$ cat src/rtl/spi_master_periferico_multimodo_if.sv
// spi_master_periferico_multimodo_if: register bus between the front end and the SPI master.
interface spi_master_periferico_multimodo_if #(parameter int N = 4);
   logic          wr_i;
   logic          reg_sel_i;
   logic [N-1:0]  addr_i;
   logic [31:0]   entrada_i;
   logic [31:0]   salida_o;
   logic          busy_o;
   logic          done_o;
   modport master(output wr_i, reg_sel_i, addr_i, entrada_i, input salida_o, busy_o, done_o);
   modport slave(input wr_i, reg_sel_i, addr_i, entrada_i, output salida_o, busy_o, done_o);
endinterface

$ cat src/rtl/spi_master_periferico_multimodo.sv
// spi_master_periferico_multimodo: register-driven multimode SPI master with RX write-back.
module spi_master_periferico_multimodo #(
   parameter int N       = 4,
   parameter int DATA_W  = 8,
   parameter int N_CS    = 2,
   parameter int CLK_DIV = 250
) (
   input  logic                  clk_fpga,
   input  logic                  rst,
   spi_master_periferico_multimodo_if.slave bus,
   output logic                  spi_sclk_o,
   output logic                  spi_mosi_o,
   input  logic                  spi_miso_i,
   output logic [N_CS-1:0]       spi_cs_n_o
);
   localparam int CW = $clog2(CLK_DIV + 1);
   localparam int HW = $clog2(2 * DATA_W);
   localparam logic [8:0] MAX_IDX = 9'((1 << N) - 1);
   typedef enum logic [2:0] {IDLE, CS_SETUP, XFER, WORD_END, CS_HOLD, DONE} state_t;
   state_t            st;
   logic [18:0]       ctrl;
   logic [8:0]        n_rx;
   logic [DATA_W-1:0] mem [2**N];
   logic [N-1:0]      idx, end_q;
   logic              cpha_q;
   logic [3:0]        cs_q;
   logic [CW-1:0]     cnt;
   logic [HW-1:0]     h;
   logic [DATA_W-1:0] tx, rx, w_first, w_next;
   logic [N_CS-1:0]   cs_lo;
   logic [31:0]       e, salida;
   logic              busy, done, sclk, mosi, half_end;
   function automatic logic [N_CS-1:0] onehot(input logic [3:0] s);
      for (int i = 0; i < N_CS; i++) onehot[i] = (s == 4'(i));
   endfunction
   function automatic logic [DATA_W-1:0] src(input logic a1, input logic a0, input logic [DATA_W-1:0] w);
      return a1 ? '1 : a0 ? '0 : w;
   endfunction
   assign e          = bus.entrada_i;
   assign half_end   = cnt == CW'(CLK_DIV - 1);
   assign w_first    = src(e[2], e[3], mem[0]);
   assign w_next     = src(ctrl[2], ctrl[3], mem[N'(idx + N'(1))]);
   assign spi_sclk_o = sclk;
   assign spi_mosi_o = mosi;
   assign spi_cs_n_o = ~cs_lo;
   assign bus.salida_o = salida;
   assign bus.busy_o   = busy;
   assign bus.done_o   = done;
   // Buffer has no reset so stored words survive an aborted burst.
   always_ff @(posedge clk_fpga)
      if (!rst && st == IDLE && bus.wr_i && !bus.reg_sel_i) mem[bus.addr_i] <= e[DATA_W-1:0];
      else if (!rst && st == WORD_END) mem[idx] <= rx;
   always_ff @(posedge clk_fpga)
      salida <= rst ? '0 : bus.reg_sel_i ? {4'b0, n_rx, ctrl} : 32'(mem[bus.addr_i]);
   always_ff @(posedge clk_fpga) begin
      if (rst) begin
         st <= IDLE;
         ctrl <= '0;
         n_rx <= '0;
         idx <= '0;
         end_q <= '0;
         cpha_q <= 1'b0;
         cs_q <= '0;
         cnt <= '0;
         h <= '0;
         tx <= '0;
         rx <= '0;
         cs_lo <= '0;
         busy <= 1'b0;
         done <= 1'b0;
         sclk <= 1'b0;
         mosi <= 1'b0;
      end else begin
         done <= 1'b0;
         case (st)
            IDLE: if (bus.wr_i && bus.reg_sel_i) begin
               ctrl <= e[18:0];
               sclk <= e[5];
               cs_lo <= (e[1] | e[0]) ? onehot(e[9:6]) : '0;
               if (e[0]) begin
                  st <= CS_SETUP;
                  busy <= 1'b1;
                  n_rx <= '0;
                  idx <= '0;
                  cnt <= '0;
                  h <= '0;
                  cpha_q <= e[4];
                  cs_q <= e[9:6];
                  end_q <= (e[18:10] >= MAX_IDX) ? N'(MAX_IDX) : N'(e[18:10]);
                  if (!e[4]) begin
                     mosi <= w_first[DATA_W-1];
                     tx <= w_first << 1;
                  end else tx <= w_first;
               end
            end
            CS_SETUP: begin
               cnt <= half_end ? '0 : cnt + CW'(1);
               if (half_end) st <= XFER;
            end
            XFER: if (half_end) begin
               cnt <= '0;
               sclk <= ~sclk;
               if (h[0] == cpha_q) rx <= DATA_W'({rx, spi_miso_i});
               else begin
                  mosi <= tx[DATA_W-1];
                  tx <= tx << 1;
               end
               h <= (h == HW'(2 * DATA_W - 1)) ? '0 : h + HW'(1);
               if (h == HW'(2 * DATA_W - 1)) st <= WORD_END;
            end else cnt <= cnt + CW'(1);
            WORD_END: begin
               n_rx <= n_rx + 9'd1;
               if (idx == end_q) st <= CS_HOLD;
               else begin
                  st <= XFER;
                  idx <= idx + N'(1);
                  if (!cpha_q) begin
                     mosi <= w_next[DATA_W-1];
                     tx <= w_next << 1;
                  end else tx <= w_next;
               end
            end
            CS_HOLD: begin
               cnt <= half_end ? '0 : cnt + CW'(1);
               if (half_end) begin
                  st <= DONE;
                  cs_lo <= ctrl[1] ? onehot(cs_q) : '0;
               end
            end
            DONE: begin
               st <= IDLE;
               ctrl[0] <= 1'b0;
               busy <= 1'b0;
               done <= 1'b1;
            end
            default: st <= IDLE;
         endcase
      end
   end
endmodule

$ cat src/flat_wrapper.sv
// flat-port wrapper written by rule: the top's interface ports become plain ports
module spi_master_periferico_multimodo_flat 
#(
   parameter int N       = 4,
   parameter int DATA_W  = 8,
   parameter int N_CS    = 2,
   parameter int CLK_DIV = 250
)
  (clk_fpga, rst, spi_sclk_o, spi_mosi_o, spi_miso_i, spi_cs_n_o, bus_wr_i, bus_reg_sel_i, bus_addr_i, bus_entrada_i, bus_salida_o, bus_busy_o, bus_done_o);
  spi_master_periferico_multimodo_if #(.N(N)) bus_i ();
  input  logic clk_fpga;
  input  logic rst;
  output logic spi_sclk_o;
  output logic spi_mosi_o;
  input  logic spi_miso_i;
  output logic [N_CS-1:0] spi_cs_n_o;
  input wire logic [$bits(bus_i.wr_i)-1:0] bus_wr_i;
  input wire logic [$bits(bus_i.reg_sel_i)-1:0] bus_reg_sel_i;
  input wire logic [$bits(bus_i.addr_i)-1:0] bus_addr_i;
  input wire logic [$bits(bus_i.entrada_i)-1:0] bus_entrada_i;
  output wire logic [$bits(bus_i.salida_o)-1:0] bus_salida_o;
  output wire logic [$bits(bus_i.busy_o)-1:0] bus_busy_o;
  output wire logic [$bits(bus_i.done_o)-1:0] bus_done_o;
  assign bus_i.wr_i = bus_wr_i;
  assign bus_i.reg_sel_i = bus_reg_sel_i;
  assign bus_i.addr_i = bus_addr_i;
  assign bus_i.entrada_i = bus_entrada_i;
  assign bus_salida_o = bus_i.salida_o;
  assign bus_busy_o = bus_i.busy_o;
  assign bus_done_o = bus_i.done_o;
  spi_master_periferico_multimodo #(.N(N), .DATA_W(DATA_W), .N_CS(N_CS), .CLK_DIV(CLK_DIV)) u_core (.clk_fpga(clk_fpga), .rst(rst), .bus(bus_i), .spi_sclk_o(spi_sclk_o), .spi_mosi_o(spi_mosi_o), .spi_miso_i(spi_miso_i), .spi_cs_n_o(spi_cs_n_o));
endmodule
$ cat config.mk
export PLATFORM = sky130hd
export DESIGN_NAME = spi_master_periferico_multimodo_flat
export DESIGN_NICKNAME = d
export VERILOG_FILES = /design/src/rtl/spi_master_periferico_multimodo_if.sv /design/src/rtl/spi_master_periferico_multimodo.sv /design/src/flat_wrapper.sv
export SDC_FILE = /design/constraint.sdc
export NUM_CORES = 1
export LEC_CHECK = 0
export ABC_AREA = 1
export BUFFER_PORTS_ARGS = -buffer_cell sky130_fd_sc_hd__buf_2
export CELL_PAD_IN_SITES_DETAIL_PLACEMENT = 0
export CELL_PAD_IN_SITES_GLOBAL_PLACEMENT = 2
export CORE_ASPECT_RATIO = 0.8
export CORE_UTILIZATION = 39
export DETAILED_ROUTE_END_ITERATION = 10
export PLACE_DENSITY = 0.82
export SLEW_MARGIN = 10
export SYNTH_ARGS = -nofsm -noshare
export SYNTH_HDL_FRONTEND = slang
export SYNTH_SLANG_ARGS = --single-unit
$ cat constraint.sdc
create_clock -name clk_fpga -period 4.2 [get_ports clk_fpga]
set_input_delay 0.63 -clock clk_fpga [delete_from_list [all_inputs] [get_ports clk_fpga]]
set_output_delay 0.63 -clock clk_fpga [all_outputs]
set_load 0.02 [all_outputs]
==> results by group, run 1 <==
Status
  – Outcome: finished, final reports clean

Global routing
  – GR Util All Layers: 0.228
  – Initial antenna violation count: 0
  – First-pass GRT wire length: 50.7 mm
  – Largest net degree at the start of global routing: 86
  – Vias in the first global route: 8592
  – GRT overflow: 0

Yosys
  – Number of synthesized flops with an enable pin: 128
  – Cells after Synth: 1389
  – Seq cells post-synth: 234
  – Seq/Total Area, Yosys: 0.531
  – Yosys cell types: 41
  – Synth Cell Area: 11200 um2
  – Ys Warns: 0
  – Async SR Flop Fraction: 0
  – Top_reg_cell synth: edfxtp_1
  – Syn_area_per_cell: 8.09 um2

STA
  – Fmax: 331 MHz
  – Worst Skew: 0.0129 ns
  – Final Hold Fails: 0
  – Slew HR: 0.342
  – Period utilization: 0.719
  – Actual slew at the worst max-slew pin: 0.984 ns
  – Min Tclk post-route: 3.02 ns
  – Post-route setup TNS: 0 ns
  – Slew Viols, Final: 0
  – Setup-failing EPs final: 0
  – Unrepaired setup endpoints after global routing: false

Hold path
  – Hold Path Class: in -> reg

Finish
  – Final Core Density: 0.455
  – Ant. Diodes: 0
  – Area of the multi-input gates: 4200 um2
  – Most frequent cells in the layout: 236 x nand2_1, 196 x inv_1, 164 x o21ai_0, 148 x nand3_1, 131 x a21oi_1
  – Register area: 5970 um2
  – Most common cell after layout, fill and taps aside: nand2_1
  – Filler cells: 2856
  – Area growth from synthesis to layout: 14.5%
  – Nets@finish: 1494
  – Fin cells: 1838
  – Layout cell share with drive strength beyond 1: 0.112

Flow run
  – Max-Cap Viols: 0

Detailed routing
  – Post-route DRC: 0
  – WL per Instance: 18.3 um
  – Routed via count: 9423
  – Vias/cell: 5.13
  – Antenna violation net count after detailed routing: 0
  – First drt pass iteration count: 5
  – DRT Wirelength: 33.6 mm
  – 1st-iter DRT viols: 778

Critical path
  – Critical Setup Path Class: reg -> reg
  – Most frequent CP cell: nand2_1
  – Worst path max stage delay: 0.72 ns
  – Critical Path End Type: register
  – Max Fanout on Critical Path: 42
  – Worst EP arrival: 3.50 ns
  – Worst setup SP type: register
  – Req. time, crit path: 4.68 ns
  – Crit path cell chain: buf_4 -> clkinv_1 -> buf_4 -> nand2_1 -> nand3_1 -> nand3_1 -> nand3_1 -> nand2_1 -> nand2_1 -> nand2_1 -> nand2_1 -> nand3_1 -> nand2_1 -> inv_1
  – Worst path slowest cell: clkinv_1

CTS
  – CTS Hold Buffers Added: 0
  – CTS buffer count: 26
  – CTS root buf: clkbuf_16
  – H-tree depth: 1
  – Skew-Pair Late Insertion Delay: 0.54 ns
  – Post-CTS sizing: 0
  – CTS Buffer Depth: 3
  – CTS tree: built
  – Worst-path clk slew: 0.06 ns
  – Buffers inserted by post-CTS timing repair: 0
  – CTS sink cnt: 234

Placed design
  – Dpl hpwl: 22.6 mm
  – Gpl congestion: 0.856
  – IO buf count: 61
  – Placed Cells: 1790

Die
  – I/O pins: 79
  – Die W: 192 um
  – FP Rows: 55
  – Area of the die: 29500 um2
  – Die H: 154 um
  – Starting Density: 0.397
  – Core ar.: 28300 um2

Pwr
  – P_leak: 5.32 nW
  – PwrDens: 468 nW/um2
  – Total chip power: 6.03 mW
  – Worst vdd ir: 0.287 mV
## metrics by stage
stage,hold slack (ns),instance area [um2],setup slack (ns)
2_1_floorplan,0.405,11300,1.84
3_3_place_gp,0.421,12000,1.24
3_5_place_dp,0.413,12000,1.23
4_1_cts,0.343,12900,1.20
5_1_grt,0.360,12900,0.944
6_report,0.348,12900,1.18
## sequential cells by signal, indices dropped and copies added (netlist names)
register             flops
u_core.rx                8
u_core.tx                8
u_core.bus.salida_o     28
u_core.bus.busy_o        1
u_core.n_rx              9
u_core.bus.done_o        1
u_core.end_q             4
u_core.spi_mosi_o        1
u_core.ctrl             19
u_core.spi_sclk_o        1
u_core.st                3
u_core.cnt               8
u_core.mem             128
u_core.h                 4
u_core.cs_q              4
u_core.idx               4
u_core.cs_lo             2
u_core.cpha_q            1
## path summary, 6_finish.rpt
path,startpoint,endpoint,slack (ns),cells after the start
setup / recovery,u_core.idx[0],u_core.tx[4],1.18,14
hold / removal,spi_miso_i,u_core.rx[0],0.35,3
setup reg to reg,u_core.idx[0],u_core.tx[4],1.18,14
hold reg to reg,u_core.ctrl[13],u_core.bus.salida_o[13],0.43,2
## synthesized netlist by cell type, types with 9 or more instances
cell type  instances  area (um2)
dfxtp_1          106        2120
buf_2             13        65.1
nand2_1          236         886
edfxtp_1         128        3840
xor2_1             9        78.8
inv_1            196         736
a21oi_1          131         656
clkbuf_1          42         158
nor2_1           112         420
o21ai_0          164         821
nand3_1          148         741
## cell type report
cell class,count,share of cell area
tap,370,0.0360
timing repair buffer,100,0.0464
clock inverter,11,0.00923
sequential,234,0.463
inverter,204,0.0595
multi-input combinational,882,0.326
clock buffer,37,0.0595
## critical path, delay by kind of cell, from the launching register on
kind                   cells  cell delay [ns]
DFF                        1             0.39
buffers and inverters      4             1.66
and+or+nand+nor           10             0.89
## routing by layer
metal	vias up	track usage	share of wire
li1	4714	-	-
met1	4408	0.348	0.49
met2	249	0.341	0.43
met3	52	0.0276	0.056
met4	0	0.0552	0.022
met5	-	0	0
## cells by family after synthesis
group | share of synthesized area
AOI/OAI and AO/OA | 0.153
xor gates and xnor gates | 0.00935
adders and majority gates | 0.00556
buffers and inverters | 0.0969
DFF | 0.531
muxes | 0.00300
other | 0.000334
and+or+nand+nor | 0.201
## power by group
group / internal (mW) / switching [mW] / leakage (nW)
clock: 1.40 / 0.940 / 0.438
sequential: 2.56 / 0.0708 / 2.01
combinational: 0.307 / 0.754 / 2.87
total: 4.26 / 1.76 / 5.32
Power figures use the tool's default switching activity.
==> inputs of run 2 (changes only) <==
--- a/config.mk
+++ b/config.mk
@@ -10,9 +10,9 @@
 export CELL_PAD_IN_SITES_DETAIL_PLACEMENT = 0
 export CELL_PAD_IN_SITES_GLOBAL_PLACEMENT = 2
 export CORE_ASPECT_RATIO = 0.8
-export CORE_UTILIZATION = 39
+export CORE_UTILIZATION = 33
 export DETAILED_ROUTE_END_ITERATION = 10
-export PLACE_DENSITY = 0.82
+export PLACE_DENSITY = 0.74
 export SLEW_MARGIN = 10
 export SYNTH_ARGS = -nofsm -noshare
 export SYNTH_HDL_FRONTEND = slang
==> constraint.sdc (replaced) <==
create_clock -name clk_fpga -period 2.7 [get_ports clk_fpga]
set_input_delay 0.405 -clock clk_fpga [delete_from_list [all_inputs] [get_ports clk_fpga]]
set_output_delay 0.405 -clock clk_fpga [all_outputs]
set_load 0.02 [all_outputs]
==> run 2 against run 1 <==
Compared with the run above: combinational power grew 59%; critical path depth shrank 7; flip-flop and latch count did not move; clock skew down 0.0025 ns; count of clock-buffer cells in the layout down 3; non-clock buffer count is 22 higher; register-to-register slack got worse by 0.76 ns; die area is 18% higher; maximum frequency up 32%; power increased by 56%; routed wire length decreased by 1.1%; largest cell class unchanged; largest power group unchanged.
==> results by group, run 2 (same netlist as run 1, synthesis figures left out) <==
Finish
  – Area growth from synthesis to layout: 17.1%
  – Nets@finish: 1516 (+1.5%)
  – Layout cell share with drive strength beyond 1: 0.125 (+0.0132)
  – Fin area: 13200 um2 (+2.2%)
  – Filler cells: 3434 (+20%)
  – Max reg flops: 128 (unchanged)
  – Ant. Diodes: 0 (unchanged)
  – Most flops, register: u_core.mem
  – Final Core Density: 0.392 (-0.0631)
  – Most common cell after layout, fill and taps aside: nand2_1
  – Most frequent cells in the layout: 236 x nand2_1, 196 x inv_1, 164 x o21ai_0, 148 x nand3_1, 131 x a21oi_1

Global routing
  – GR Util All Layers: 0.194 (-0.0343)
  – Vias in the first global route: 8875 (+3.3%)
  – First-pass GRT wire length: 51.6 mm (+1.9%)
  – Largest net degree at the start of global routing: 86 (unchanged)
  – Initial antenna violation count: 0 (unchanged)
  – GRT overflow: 0 (unchanged)

Detailed routing
  – Routed via count: 9283 (-1.5%)
  – WL per Instance: 17.3 um (-5.5%)
  – DRT Wirelength: 33.2 mm (-1.1%)
  – Antenna violation net count after detailed routing: 0 (unchanged)
  – First drt pass iteration count: 5 (unchanged)
  – Post-route DRC: 0 (unchanged)
  – Vias/cell: 4.83 (-5.8%)
  – 1st-iter DRT viols: 618 (-21%)

CTS
  – CTS buffer count: 26 (unchanged)
  – CTS Hold Buffers Added: 0 (unchanged)
  – CTS sink cnt: 234 (unchanged)
  – CTS tree: built
  – Skew-Pair Late Insertion Delay: 0.55 ns (about the same)
  – Post-CTS sizing: 0 (unchanged)
  – Buffers inserted by post-CTS timing repair: 0 (unchanged)
  – Worst-path clk slew: 0.06 ns (about the same)
  – CTS root buf: clkbuf_16
  – H-tree depth: 1 (unchanged)
  – CTS Buffer Depth: 3 (unchanged)

STA
  – Worst Skew: 0.0104 ns (-0.00248 ns)
  – Slew HR: 0.299 (-0.0428)
  – Unrepaired setup endpoints after global routing: false
  – Slack of the critical path: 0.419 ns (-0.764 ns)
  – Min Tclk post-route: 2.28 ns (-0.736 ns)
  – Setup-failing EPs final: 0 (unchanged)
  – Slew Viols, Final: 0 (unchanged)
  – Period utilization: 0.845 (+0.126)
  – Final Hold Fails: 0 (unchanged)
  – Actual slew at the worst max-slew pin: 1.05 ns (+0.0675 ns)
  – Fmax: 438 MHz (+32%)
  – Post-route setup TNS: 0 ns (unchanged)

Critical path
  – Critical Path Start: u_core.st[0]
  – Reg-to-reg startpoint: u_core.st[0]
  – Critical Setup Path Class: reg -> reg
  – Max Fanout on Critical Path: 18 (-57%)
  – Req. time, crit path: 2.94 ns (-1.74 ns)
  – Worst setup SP type: register
  – Worst EP arrival: 2.53 ns (-0.97 ns)
  – Critical Path End Type: register

Placed design
  – Gpl congestion: 0.794 (-7.2%)
  – IO buf count: 61 (unchanged)
  – Dpl hpwl: 23.5 mm (+4.1%)
  – Post-place setup slack: 0.367 ns (-0.866 ns)
  – Placement Cell Area: 12300 um2 (+2.6%)

Hold path
  – Hold wc startpoint: spi_miso_i
  – Hold Path Class: in -> reg

Die
  – Core ar.: 33600 um2 (+19%)
  – I/O pins: 79 (unchanged)
  – Area of the die: 34800 um2 (+18%)
  – FP Rows: 60 (+9.1%)
  – Die H: 167 um (+8.6%)
  – Die W: 208 um (+8.6%)
  – Starting Density: 0.335 (-0.0625)

Flow run
  – Max-Cap Viols: 0 (unchanged)

Pwr
  – Total chip power: 9.38 mW (+56%)
  – P_leak: 5.44 nW (+2.2%)
  – PwrDens: 713 nW/um2 (+52%)
  – Worst vdd ir: 0.362 mV (+26%)

Status
  – Outcome: finished, final reports clean
-- run 2: cell count changes in the layout (fill, tap and decap cells not counted) --
cell,before,now
buf_4,39,56
clkbuf_2,1,0
clkinvlp_4,0,1
clkbuf_8,3,0
clkinv_1,8,7
inv_8,1,0
buf_12,0,5
clkinv_2,4,8
clkinv_8,1,0
clkbuf_16,28,29
-- run 2: per-stage QoR --
stage	cells	hold slack, ns
floorplan	1392	0.405
global placement	1876	0.421
detailed placement	1876	0.416
CTS	1923	0.0830
global route	1923	0.142
finish	1923	0.102
-- run 2: worst paths after layout --
check        cells past startpoint  slack [ns]                       to
max                              7        0.42         u_core.mem[8][7]
min                              3        0.10             u_core.rx[0]
max reg2reg                      7        0.42         u_core.mem[8][7]
min reg2reg                      2        0.42  u_core.bus.salida_o[11]
-- run 2: worst max-delay path, cell delays in order (launching register included) --
cell,delay (ns)
dfxtp_1,0.47
nand3_2,0.13
inv_2,0.08
nand2_2,0.24
o21ai_0,0.49
nand2_1,0.20
nor2_1,0.15
buf_4,0.21
-- run 2: report_power, final --
group,switching (mW),internal (mW)
Sequential,0.110,3.98
Clock,1.47,2.13
Combinational,1.17,0.522
Total,2.75,6.63
-- run 2: final cells by class --
| type | instances | area (um2) | area share |
|---|---|---|---|
| sequential | 234 | 5970 | 0.453 |
| multi-input combinational | 882 | 4200 | 0.319 |
| timing repair buffer | 122 | 826 | 0.0628 |
| inverter | 204 | 766 | 0.0582 |
| clock buffer | 34 | 744 | 0.0566 |
| tap | 434 | 543 | 0.0413 |
| clock inverter | 13 | 115 | 0.00875 |
-- run 2: routing by layer --
metal / up-vias / share of wire / track usage
met4: 0 / 0.018 / 0.0390
met5: - / 0 / 0
li1: 4760 / - / -
met2: 162 / 0.42 / 0.287
met3: 38 / 0.040 / 0.0262
met1: 4323 / 0.53 / 0.298
==> inputs of run 3 (changes only) <==
--- a/config.mk
+++ b/config.mk
@@ -5,14 +5,14 @@
 export SDC_FILE = /design/constraint.sdc
 export NUM_CORES = 1
 export LEC_CHECK = 0
-export ABC_AREA = 1
+export ABC_AREA = 0
 export BUFFER_PORTS_ARGS = -buffer_cell sky130_fd_sc_hd__buf_2
 export CELL_PAD_IN_SITES_DETAIL_PLACEMENT = 0
 export CELL_PAD_IN_SITES_GLOBAL_PLACEMENT = 2
 export CORE_ASPECT_RATIO = 0.8
-export CORE_UTILIZATION = 33
+export CORE_UTILIZATION = 38
 export DETAILED_ROUTE_END_ITERATION = 10
-export PLACE_DENSITY = 0.74
+export PLACE_DENSITY = 0.75
 export SLEW_MARGIN = 10
 export SYNTH_ARGS = -nofsm -noshare
 export SYNTH_HDL_FRONTEND = slang
==> constraint.sdc (replaced) <==
create_clock -name clk_fpga -period 2 [get_ports clk_fpga]
set_input_delay 0.3 -clock clk_fpga [delete_from_list [all_inputs] [get_ports clk_fpga]]
set_output_delay 0.3 -clock clk_fpga [all_outputs]
set_load 0.02 [all_outputs]
==> run 3 against run 2 <==
Compared with the run above: the run now ends with negative setup slack left; flip-flop and latch count did not move; worst setup slack got worse by 0.67 ns; utilization rose by 10 points; count of clock-buffer cells in the layout rose by 2; die area fell by 16%; sequential share of layout area fell by 2.7 points; register-to-register slack got worse by 0.67 ns; final cell count fell by 24%; first-iteration DRC count rose by 8.1%; synthesized cell count fell by 35%; critical endpoint is now u_core.tx[3].
==> results by group, run 3 <==
Detailed routing
  – Routed via count: 7961 (-14%)
  – WL per Instance: 21.2 um (+23%)
  – DRT Wirelength: 30.9 mm (-7.0%)
  – Antenna violation net count after detailed routing: 0 (unchanged)
  – First drt pass iteration count: 5 (unchanged)
  – 1st-iter DRT viols: 668 (+8.1%)
  – Vias/cell: 5.48 (+13%)
  – Post-route DRC: 0 (unchanged)

Hold path
  – Hold wc startpoint: bus_entrada_i[16]
  – Hold Path End: u_core.ctrl[16]
  – Hold Path Class: in -> reg
  – Hold depth: 3 (unchanged)

STA
  – Min Tclk post-route: 2.25 ns (-0.0338 ns)
  – Final Hold Fails: 0 (unchanged)
  – Worst Skew: 0.0195 ns (+0.00917 ns)
  – Fmax: 445 MHz (+1.5%)
  – Setup-failing EPs final: 9 (+9)
  – Slack of the critical path: -0.248 ns (-0.666 ns)
  – Slew HR: 0.557 (+0.258)
  – Slew Viols, Final: 0 (unchanged)
  – Actual slew at the worst max-slew pin: 0.664 ns (-0.387 ns)
  – Unrepaired setup endpoints after global routing: true
  – Period utilization: 1.12 (+0.279)

Yosys
  – Seq cells post-synth: 234 (unchanged)
  – Synth top area cells: edfxtp_1 35%, dfxtp_1 19%, mux4_2 13%, nor2_1 3.1%, a21oi_1 2.9%
  – Synth top cells by count: 128 x edfxtp_1, 106 x dfxtp_1, 90 x nor2_1, 83 x nand2_1, 64 x a21oi_1
  – Yosys cell types: 60 (+46%)
  – Most numerous cell in the Yosys netlist: edfxtp_1
  – Cells after Synth: 896 (-35%)
  – Synth Cell Area: 10900 um2 (-2.9%)
  – Syn_area_per_cell: 12.2 um2 (+50%)
  – Yosys top cell area share: 0.352 (+0.0104)
  – Top_reg_cell synth: edfxtp_1
  – Seq/Total Area, Yosys: 0.547 (+0.0161)
  – Ys Warns: 0 (unchanged)
  – Yosys top cell by area: edfxtp_1
  – Async SR Flop Fraction: 0 (unchanged)
  – Number of synthesized flops with an enable pin: 128 (unchanged)

Global routing
  – Met2 Use GR: 0.300 (+0.0133)
  – Global routing's busiest layer: met1
  – Met3 Usage GRT: 0.0525 (+0.0263)
  – GRT overflow: 0 (unchanged)
  – Largest net degree at the start of global routing: 40 (-53%)
  – Initial antenna violation count: 0 (unchanged)
  – First-pass GRT wire length: 46.6 mm (-9.7%)
  – Vias in the first global route: 7688 (-13%)
  – GR Util All Layers: 0.212 (+0.0181)
  – Met1 Use GR: 0.322 (+0.0241)

Placed design
  – Gpl congestion: 0.865 (+8.9%)
  – Placed Cells: 1384 (-26%)
  – Dpl hpwl: 22.1 mm (-6.0%)
  – IO buf count: 61 (unchanged)
  – Placement Cell Area: 12600 um2 (+2.7%)
  – Post-place setup slack: -0.260 ns (-0.627 ns)

Die
  – I/O pins: 79 (unchanged)
  – Die H: 154 um (-8.1%)
  – Die W: 191 um (-8.1%)
  – FP Rows: 55 (-8.3%)
  – Core ar.: 28300 um2 (-16%)
  – Area of the die: 29400 um2 (-16%)
  – Starting Density: 0.386 (+0.0507)

Critical path
  – Max Fanout on Critical Path: 8 (-10)
  – Crit path cell chain: ha_4 -> buf_12 -> buf_4 -> mux4_2 -> mux2_4 -> a221oi_2 -> a311oi_1
  – Critical Path End Type: register
  – R2R depth: 7 (unchanged)
  – Worst path max stage delay: 0.50 ns (about the same)
  – Worst path slowest cell: mux4_2
  – Reg2reg end: u_core.tx[3]
  – Req. time, crit path: 2.40 ns (-0.54 ns)
  – Worst setup SP type: register
  – Critical Setup Path Class: reg -> reg
  – CP top delay family: multiplexers
  – Setup slack, reg-to-reg: -0.25 ns (-0.67 ns)
  – Reg-to-reg startpoint: u_core.idx[0]
  – WP buf/inv: 2 (unchanged)
  – Worst EP arrival: 2.64 ns (+0.11 ns)

CTS
  – Skew-Pair Late Insertion Delay: 0.55 ns (about the same)
  – CTS buffer count: 25 (-3.8%)
  – CTS root buf: clkbuf_16
  – CTS sink cnt: 234 (unchanged)
  – Worst-path clk slew: 0.06 ns (about the same)
  – CTS Buffer Depth: 3 (unchanged)
  – CTS tree: built
  – H-tree depth: 1 (unchanged)

Flow run
  – Max-Cap Viols: 0 (unchanged)

Pwr
  – P_leak: 4.88 nW (-10%)
  – Total chip power: 10.7 mW (+14%)
  – Worst vdd ir: 0.547 mV (+51%)
  – PwrDens: 765 nW/um2 (+7.3%)

Finish
  – Most frequent cells in the layout: 128 x edfxtp_1, 102 x dfxtp_1, 101 x buf_4, 83 x nand2_1, 73 x nor2_1
  – Nets@finish: 1111 (-27%)
  – Fin cells: 1454 (-24%)
  – Max reg flops: 128 (unchanged)
  – Ant. Diodes: 0 (unchanged)
  – Most common cell after layout, fill and taps aside: edfxtp_1
  – Fin area: 14000 um2 (+6.5%)
  – Most flops, register: u_core.mem
  – Layout cell share with drive strength beyond 1: 0.344 (+0.219)
  – Area growth from synthesis to layout: 28.5%

Status
  – Outcome: complete, but fails checks
  – Failing checks: negative setup slack
==> run 3: cell count changes after synthesis, moves of 62 or more <==
cell     change
inv_1      -184
nand2_1    -153
o21ai_0    -150
nand3_1    -139
a21oi_1     -67
mux4_2      +62
==> run 3: metrics by stage <==
| step | hold slack [ns] | utilization | TNS, ns |
|---|---|---|---|
| floorplan | 0.430 | - | -4.20 |
| global placement | 0.439 | 0.447 | -28.03 |
| detailed placement | 0.439 | 0.447 | -30.26 |
| CTS | 0.00305 | 0.482 | -1.67 |
| global route | 0.0266 | 0.496 | -2.42 |
| finish | 0.0234 | 0.496 | -1.55 |
==> run 3: metal layers <==
metal | up-vias | wire, um
li1 | 3724 | -
met1 | 3986 | 14800
met2 | 217 | 13300
met3 | 34 | 2120
met4 | 0 | 597
met5 | - | 0
==> run 3: kinds of logic (layout without fill, tap and decap cells) <==
group / Yosys count / count (layout) / share of synthesized area
other: 1 / 4 / 0.000344
buffers and inverters: 77 / 262 / 0.0353
flip-flops: 234 / 234 / 0.547
XOR/XNOR: 19 / 19 / 0.0170
multiplexers: 96 / 96 / 0.163
adder cells (fa/ha/maj): 6 / 6 / 0.00665
AO/OA/AOI/OAI: 158 / 158 / 0.0943
AND/OR/NAND/NOR: 305 / 305 / 0.137
==> run 3: repair_timing <==
item,CTS,global route
gates resized for setup,20,52
setup buffers,2,15
hold buffers,7,0
hold endpoints to repair,7,0
pin swaps,8,15
endpoints found under the setup margin,137,200
==> run 3: worst min-delay path, delay by kind of cell <==
family | cells | cell delay (ns)
compound gates | 1 | 0.05
buf+inv | 1 | 0.11
simple gates | 1 | 0.06
==> run 3: cell type report <==
class	instances	area, um2
tap	370	463
multi-input combinational	588	4930
sequential	234	5980
inverter	12	45.0
fill	2491	14300
clock inverter	10	88.8
timing repair buffer	204	1790
clock buffer	36	729
==> run 3: worst max-delay path by stage <==
| stage | depth (start not counted) | to | slack, ns | from |
|---|---|---|---|---|
| 2_1_floorplan | 7 | u_core.tx[5] | -0.13 | u_core.idx[1] |
| 3_3_place_gp | 8 | u_core.mem[0][3] | -0.25 | u_core.st[0] |
| 3_5_place_dp | 8 | u_core.mem[3][4] | -0.26 | u_core.st[0] |
| 4_1_cts | 8 | u_core.tx[2] | -0.21 | u_core.idx[1] |
| 5_1_grt | 7 | u_core.tx[2] | -0.29 | u_core.idx[0] |
| 6_report | 7 | u_core.tx[3] | -0.25 | u_core.idx[0] |
==> run 3: power breakdown <==
part           internal, mW  switching (mW)
combinational         0.388           0.544
clock                  2.67            1.92
sequential             5.15          0.0462
total                  8.21            2.51
